### src/rtl/fp_multifunc_req_ctrl_if.sv
// fp_multifunc_req_ctrl_if: bundles the request channel, the response channel, and the
// operand/result wires of the FP multifunction unit used by fp_multifunc_req_ctrl.
//   W        : FP word width (sig_width + exp_width + 1)
//   slave    : controller view (takes requests, drives the unit, returns responses)
//   master   : environment view (scheduler front end plus the multifunction unit)
interface fp_multifunc_req_ctrl_if #(
  parameter int unsigned W = 32
);
  // Request channel
  logic         req_valid;
  logic         req_ready;
  logic [W-1:0] req_a;
  logic [15:0]  req_func;
  logic [2:0]   req_rnd;
  // Response channel
  logic         resp_valid;
  logic         resp_ready;
  logic [W-1:0] resp_z;
  logic [7:0]   resp_status;
  // Multifunction unit side
  logic [W-1:0] mf_a;
  logic [15:0]  mf_func;
  logic [2:0]   mf_rnd;
  logic         mf_DG_ctrl;
  logic [W-1:0] mf_z;
  logic [7:0]   mf_status;

  modport slave (
    input  req_valid, req_a, req_func, req_rnd, resp_ready, mf_z, mf_status,
    output req_ready, resp_valid, resp_z, resp_status, mf_a, mf_func, mf_rnd, mf_DG_ctrl
  );

  modport master (
    output req_valid, req_a, req_func, req_rnd, resp_ready, mf_z, mf_status,
    input  req_ready, resp_valid, resp_z, resp_status, mf_a, mf_func, mf_rnd, mf_DG_ctrl
  );
endinterface

### src/rtl/fp_multifunc_req_ctrl.sv
// fp_multifunc_req_ctrl: one-at-a-time request/response sequencer in front of the
// datapath-gated FP multifunction unit. An accepted request is registered onto the unit
// inputs, DG_ctrl is held high for LAT cycles, and the unit's z/status are captured and
// returned over the response channel.
//
// Ports:
//   clk   : clock, rising edge
//   rst_n : synchronous active-low reset
//   bus   : fp_multifunc_req_ctrl_if.slave (request, response and unit-side signals)
//
// Optional feature macro FP_MF_REQ_FUNC_CHECK_EN: when defined, a request whose func is not
// one-hot or falls outside func_select is answered immediately with z=0, status=8'h04,
// without touching the unit. When undefined every accepted request is issued unchanged.
module fp_multifunc_req_ctrl #(
  parameter int unsigned sig_width   = 23,
  parameter int unsigned exp_width   = 8,
  parameter int unsigned func_select = 127,
  parameter int unsigned LAT         = 2
) (
  input logic                  clk,
  input logic                  rst_n,
  fp_multifunc_req_ctrl_if.slave bus
);

  localparam int unsigned W = sig_width + exp_width + 1;

  if (LAT < 1 || LAT > 15) begin : g_lat_chk
    $error("LAT must be in 1..15");
  end
  if (func_select > 32'h0000_FFFF) begin : g_fsel_chk
    $error("func_select must fit in 16 bits");
  end

  typedef enum logic [1:0] {StIdle, StBusy, StResp} state_e;

  state_e       state_q;
  logic [3:0]   cnt_q;
  logic         req_ready_q;
  logic         resp_valid_q;
  logic         dg_q;
  logic [W-1:0] mf_a_q;
  logic [15:0]  mf_func_q;
  logic [2:0]   mf_rnd_q;
  logic [W-1:0] resp_z_q;
  logic [7:0]   resp_status_q;

`ifdef FP_MF_REQ_FUNC_CHECK_EN
  localparam logic [15:0] FuncMask = 16'(func_select);
  logic func_ok;
  assign func_ok = $onehot(bus.req_func) && ((bus.req_func & ~FuncMask) == 16'h0000);
`endif

  // Ready is kept as a register so it is low during reset and never follows an input
  // combinationally; it is set whenever the FSM settles into (or stays in) idle.
  always_ff @(posedge clk) begin
    if (!rst_n) begin
      state_q       <= StIdle;
      cnt_q         <= 4'd0;
      req_ready_q   <= 1'b0;
      resp_valid_q  <= 1'b0;
      dg_q          <= 1'b0;
      mf_a_q        <= '0;
      mf_func_q     <= 16'h0000;
      mf_rnd_q      <= 3'd0;
      resp_z_q      <= '0;
      resp_status_q <= 8'h00;
    end else begin
      unique case (state_q)
        StIdle: begin
          req_ready_q <= 1'b1;
          if (bus.req_valid && req_ready_q) begin
            req_ready_q <= 1'b0;
`ifdef FP_MF_REQ_FUNC_CHECK_EN
            if (func_ok) begin
              mf_a_q    <= bus.req_a;
              mf_func_q <= bus.req_func;
              mf_rnd_q  <= bus.req_rnd;
              dg_q      <= 1'b1;
              cnt_q     <= 4'(LAT - 1);
              state_q   <= StBusy;
            end else begin
              // Rejected op: unit stays gated and untouched, answer with invalid flag.
              resp_z_q      <= '0;
              resp_status_q <= 8'h04;
              resp_valid_q  <= 1'b1;
              state_q       <= StResp;
            end
`else
            mf_a_q    <= bus.req_a;
            mf_func_q <= bus.req_func;
            mf_rnd_q  <= bus.req_rnd;
            dg_q      <= 1'b1;
            cnt_q     <= 4'(LAT - 1);
            state_q   <= StBusy;
`endif
          end
        end
        StBusy: begin
          if (cnt_q == 4'd0) begin
            resp_z_q      <= bus.mf_z;
            resp_status_q <= bus.mf_status;
            dg_q          <= 1'b0;
            resp_valid_q  <= 1'b1;
            state_q       <= StResp;
          end else begin
            cnt_q <= cnt_q - 4'd1;
          end
        end
        StResp: begin
          if (bus.resp_ready) begin
            resp_valid_q <= 1'b0;
            req_ready_q  <= 1'b1;
            state_q      <= StIdle;
          end
        end
        default: begin
          state_q <= StIdle;
        end
      endcase
    end
  end

  assign bus.req_ready   = req_ready_q;
  assign bus.resp_valid  = resp_valid_q;
  assign bus.resp_z      = resp_z_q;
  assign bus.resp_status = resp_status_q;
  assign bus.mf_a        = mf_a_q;
  assign bus.mf_func     = mf_func_q;
  assign bus.mf_rnd      = mf_rnd_q;
  assign bus.mf_DG_ctrl  = dg_q;

endmodule

### src/flat_wrapper.sv
// flat-port wrapper written by rule: the top's interface ports become plain ports
module fp_multifunc_req_ctrl_flat 
#(
  parameter int unsigned sig_width   = 23,
  parameter int unsigned exp_width   = 8,
  parameter int unsigned func_select = 127,
  parameter int unsigned LAT         = 2
)
  (clk, rst_n, bus_req_valid, bus_req_a, bus_req_func, bus_req_rnd, bus_resp_ready, bus_mf_z, bus_mf_status, bus_req_ready, bus_resp_valid, bus_resp_z, bus_resp_status, bus_mf_a, bus_mf_func, bus_mf_rnd, bus_mf_DG_ctrl);
  fp_multifunc_req_ctrl_if #(.W(((23) + (8) + 1))) bus_i ();
  input logic clk;
  input logic rst_n;
  input wire logic [$bits(bus_i.req_valid)-1:0] bus_req_valid;
  input wire logic [$bits(bus_i.req_a)-1:0] bus_req_a;
  input wire logic [$bits(bus_i.req_func)-1:0] bus_req_func;
  input wire logic [$bits(bus_i.req_rnd)-1:0] bus_req_rnd;
  input wire logic [$bits(bus_i.resp_ready)-1:0] bus_resp_ready;
  input wire logic [$bits(bus_i.mf_z)-1:0] bus_mf_z;
  input wire logic [$bits(bus_i.mf_status)-1:0] bus_mf_status;
  output wire logic [$bits(bus_i.req_ready)-1:0] bus_req_ready;
  output wire logic [$bits(bus_i.resp_valid)-1:0] bus_resp_valid;
  output wire logic [$bits(bus_i.resp_z)-1:0] bus_resp_z;
  output wire logic [$bits(bus_i.resp_status)-1:0] bus_resp_status;
  output wire logic [$bits(bus_i.mf_a)-1:0] bus_mf_a;
  output wire logic [$bits(bus_i.mf_func)-1:0] bus_mf_func;
  output wire logic [$bits(bus_i.mf_rnd)-1:0] bus_mf_rnd;
  output wire logic [$bits(bus_i.mf_DG_ctrl)-1:0] bus_mf_DG_ctrl;
  assign bus_i.req_valid = bus_req_valid;
  assign bus_i.req_a = bus_req_a;
  assign bus_i.req_func = bus_req_func;
  assign bus_i.req_rnd = bus_req_rnd;
  assign bus_i.resp_ready = bus_resp_ready;
  assign bus_i.mf_z = bus_mf_z;
  assign bus_i.mf_status = bus_mf_status;
  assign bus_req_ready = bus_i.req_ready;
  assign bus_resp_valid = bus_i.resp_valid;
  assign bus_resp_z = bus_i.resp_z;
  assign bus_resp_status = bus_i.resp_status;
  assign bus_mf_a = bus_i.mf_a;
  assign bus_mf_func = bus_i.mf_func;
  assign bus_mf_rnd = bus_i.mf_rnd;
  assign bus_mf_DG_ctrl = bus_i.mf_DG_ctrl;
  fp_multifunc_req_ctrl #(.sig_width(sig_width), .exp_width(exp_width), .func_select(func_select), .LAT(LAT)) u_core (.clk(clk), .rst_n(rst_n), .bus(bus_i));
endmodule
### config.mk
export PLATFORM = sky130hd
export DESIGN_NAME = fp_multifunc_req_ctrl_flat
export DESIGN_NICKNAME = d
export VERILOG_FILES = /design/src/rtl/fp_multifunc_req_ctrl_if.sv /design/src/rtl/fp_multifunc_req_ctrl.sv /design/src/flat_wrapper.sv
export SDC_FILE = /design/constraint.sdc
export NUM_CORES = 1
export LEC_CHECK = 0
export CAP_MARGIN = 20
export CORE_ASPECT_RATIO = 0.75
export CORE_MARGIN = 5
export CORE_UTILIZATION = 43
export DETAILED_ROUTE_END_ITERATION = 7
export GPL_ROUTABILITY_DRIVEN = 0
export PLACE_DENSITY = 0.83
export SYNTH_ARGS = -nofsm -noshare
export SYNTH_HDL_FRONTEND = slang
export SYNTH_SLANG_ARGS = --single-unit
### constraint.sdc
create_clock -name clk -period 2.27 [get_ports clk]
set_input_delay 0.454 -clock clk [delete_from_list [all_inputs] [get_ports clk]]
set_output_delay 0.454 -clock clk [all_outputs]
set_load 0.01 [all_outputs]
==> results.json <==
{
  "status": "complete, no violations",
  "diodes": 0,
  "synth_edf_count": 0,
  "slew_headroom_pct": 65.5,
  "rsz0062_at_grt": "false",
  "post-route-period-util_pct": 85.5,
  "yosysWarnings": 0,
  "antenna_found_initial": 0,
  "ys_types": 34,
  "synthFlopType": "dfxtp_1",
  "grt_pass1_vias": 3722,
  "synth_top_cell_by_area": "dfxtp_1",
  "cp_max_fo": 33,
  "wl_per_cell_um": 15.7,
  "area_growth_pct": 59.8,
  "cts_tree": "done",
  "synth_area_leaders": "dfxtp_1, a21oi_1, nand2_1",
  "die_height_um": 90.4,
  "path_class": "flip-flop to flip-flop",
  "vias": 3847,
  "crit_chain": "inv_1 -> ha_1 -> or3b_1 -> buf_4 -> o21ai_1 -> a21oi_1",
  "synth_common_cells": "nand2_1, dfxtp_1, a21oi_1, nand3_1, o21ai_1",
  "slew_violations": 0,
  "cts_buffers": 9,
  "grt_overflow": 0,
  "path_delay_family": "simple AND/OR/NAND/NOR gates",
  "slowest_delay_ns": 0.54,
  "cellPowerDensity_nw_per_um2": 688,
  "root_buffer": "clkbuf_16",
  "synth_area_um2": 3710,
  "fillers": 643,
  "dp_slack_ns": 0.318,
  "ios": 189,
  "drive_gt1_share_pct": 4.81,
  "period_needed_ns": 1.94,
  "dp_hpwl_um": 8030,
  "drcViolationCount": 0,
  "max-vdd-ir-drop_mv": 0.455,
  "tightest_slew_ns": 0.517,
  "die_area_um2": 10600,
  "die_w_um": 117,
  "clock-sinks": 100,
  "coreArea_um2": 8420,
  "multi_input_area_um2": 1490,
  "synth_cells": 451,
  "synth_seq_cells": 100,
  "fin_ws_ns": 0.330,
  "vias_per_cell": 5.26,
  "cp.arrival_ns": 2.13,
  "clkLatencyLatePin_ns": 0.33,
  "seq_area_frac_synth_pct": 54.0,
  "grt_max_degree": 50,
  "htreeDepth": 3,
  "synth-async-reset-ratio_pct": 0,
  "cts_hold_buf": 0,
  "setup_viol": 0,
  "clkSlewWorstSetupHoldPaths_ns": 0.07,
  "syn_avg_cell_area_um2": 8.22,
  "first_iter_violations": 372,
  "start_kind": "flip-flop",
  "synthDominantCellAreaShare_pct": 54.0,
  "initial_core_util_pct": 44.1,
  "final_nets": 715,
  "post_cts_buffers": 0,
  "io_buffers": 188,
  "grt_use_total_pct": 21.2,
  "critical_path_required_ns": 2.46,
  "post-route-util_pct": 70.4,
  "core.rowCount": 29,
  "end_kind": "flip-flop",
  "p_leak_nw": 2.04,
  "seq_area_um2": 2000,
  "drtAntennaViolNets": 0,
  "hp-class": "flip-flop to flip-flop",
  "yosysMostFrequentCell": "nand2_1",
  "maxCapViolCount": 0,
  "hold_violations": 0,
  "cts_resized": 0,
  "tns_ns": 0,
  "finClkSkew_ns": 0.00725,
  "firstDrtPassIters": 5,
  "grt_pass1_wl_um": 18400,
  "path_buf_inv": 2,
  "cts_buffer_depth": 2,
  "crit_slowest_cell": "or3b_1",
  "drt-total-wl_um": 11500,
  "syn_nets": 547,
  "timing.fmax_mhz": 515,
  "whs_ns": 0.453
}
==> placed cells by master, fill, tap and decap left out, drive strengths merged <==
cell type      count
nand2b             1
nor3b              1
inv                8
and4bb             1
o21ai             41
a22oi              1
a31oi              1
clkbuf            11
nand4              1
nor2b              1
a21oi             94
or3b               1
or4                1
clkdlybuf4s50    188
dfxtp            100
buf               10
o21a               1
and2b              1
o211a              1
o41ai              1
nand4bb            1
nand3b             3
nor2               2
or3                1
nand4b             1
nand3             41
ha                 1
nor3               1
clkinv             1
a211oi             2
o311ai             1
nand2            104
==> worst min-delay path: stages (launching register included) <==
cell and delay [ns]:
dfxtp_1 0.31, nand2_1 0.05, a21oi_1 0.05
==> stage by stage <==
step                      power [mW]  cell area, um2  std cells
after floorplan                 2.24            3710        451
after CTS                       4.11            5930        732
after global placement          2.61            5630        716
after global routing            4.26            5930        732
final                           4.08            5930        732
after detailed placement        2.63            5630        716
==> report_power, final <==
part | switching [mW] | total [mW] | internal [mW]
combinational | 0.332 | 0.705 | 0.373
sequential | 0.0471 | 1.89 | 1.84
clock | 0.670 | 1.49 | 0.818
==> worst paths after layout <==
path	endpoint	from	depth (start not counted)	slack, ns
worst max-delay path	u_core.bus.resp_z[27]$_SDFFE_PN0P_	u_core.cnt_q[0]$_SDFFE_PN0P_	6	0.33
worst min-delay path	u_core.bus.mf_a[23]$_SDFFE_PN0P_	u_core.bus.mf_a[23]$_SDFFE_PN0P_	2	0.45
worst max register to register	u_core.bus.resp_z[27]$_SDFFE_PN0P_	u_core.cnt_q[0]$_SDFFE_PN0P_	6	0.33
worst min register to register	u_core.bus.mf_a[23]$_SDFFE_PN0P_	u_core.bus.mf_a[23]$_SDFFE_PN0P_	2	0.45
==> layout make-up <==
cell class                 count  area share (%)
clock inverter                 5           0.676
clock buffer                  11            4.26
timing repair buffer         198            33.6
inverter                       4           0.253
multi-input combinational    306            25.1
sequential                   100            33.8
tap                          108            2.28
==> metal layers <==
metal | share of wire (%) | up-vias | track usage [%]
met5 | 0 | - | 0
li1 | - | 1871 | -
met4 | 1.8 | 0 | 6.40
met1 | 41 | 1803 | 26.8
met3 | 9.2 | 16 | 6.63
met2 | 48 | 157 | 34.1
==> state kept, by name, indices dropped and copies added, names as in the netlist <==
name,count
u_core.bus.req_ready,1
u_core.bus.resp_valid,1
u_core.state_q,2
u_core.bus.mf_func,16
u_core.bus.resp_status,8
u_core.bus.mf_rnd,3
u_core.bus.resp_z,32
u_core.cnt_q,4
u_core.bus.mf_DG_ctrl,1
u_core.bus.mf_a,32
==> logic make-up after synthesis <==
| family | synth area share [%] |
|---|---|
| buffers and inverters | 6.21 |
| and+or+nand+nor | 19.5 |
| AOI/OAI and AO/OA | 19.9 |
| DFF | 54.0 |
| adders and majority gates | 0.337 |
Note: power is estimated with default switching activity, not from simulation.
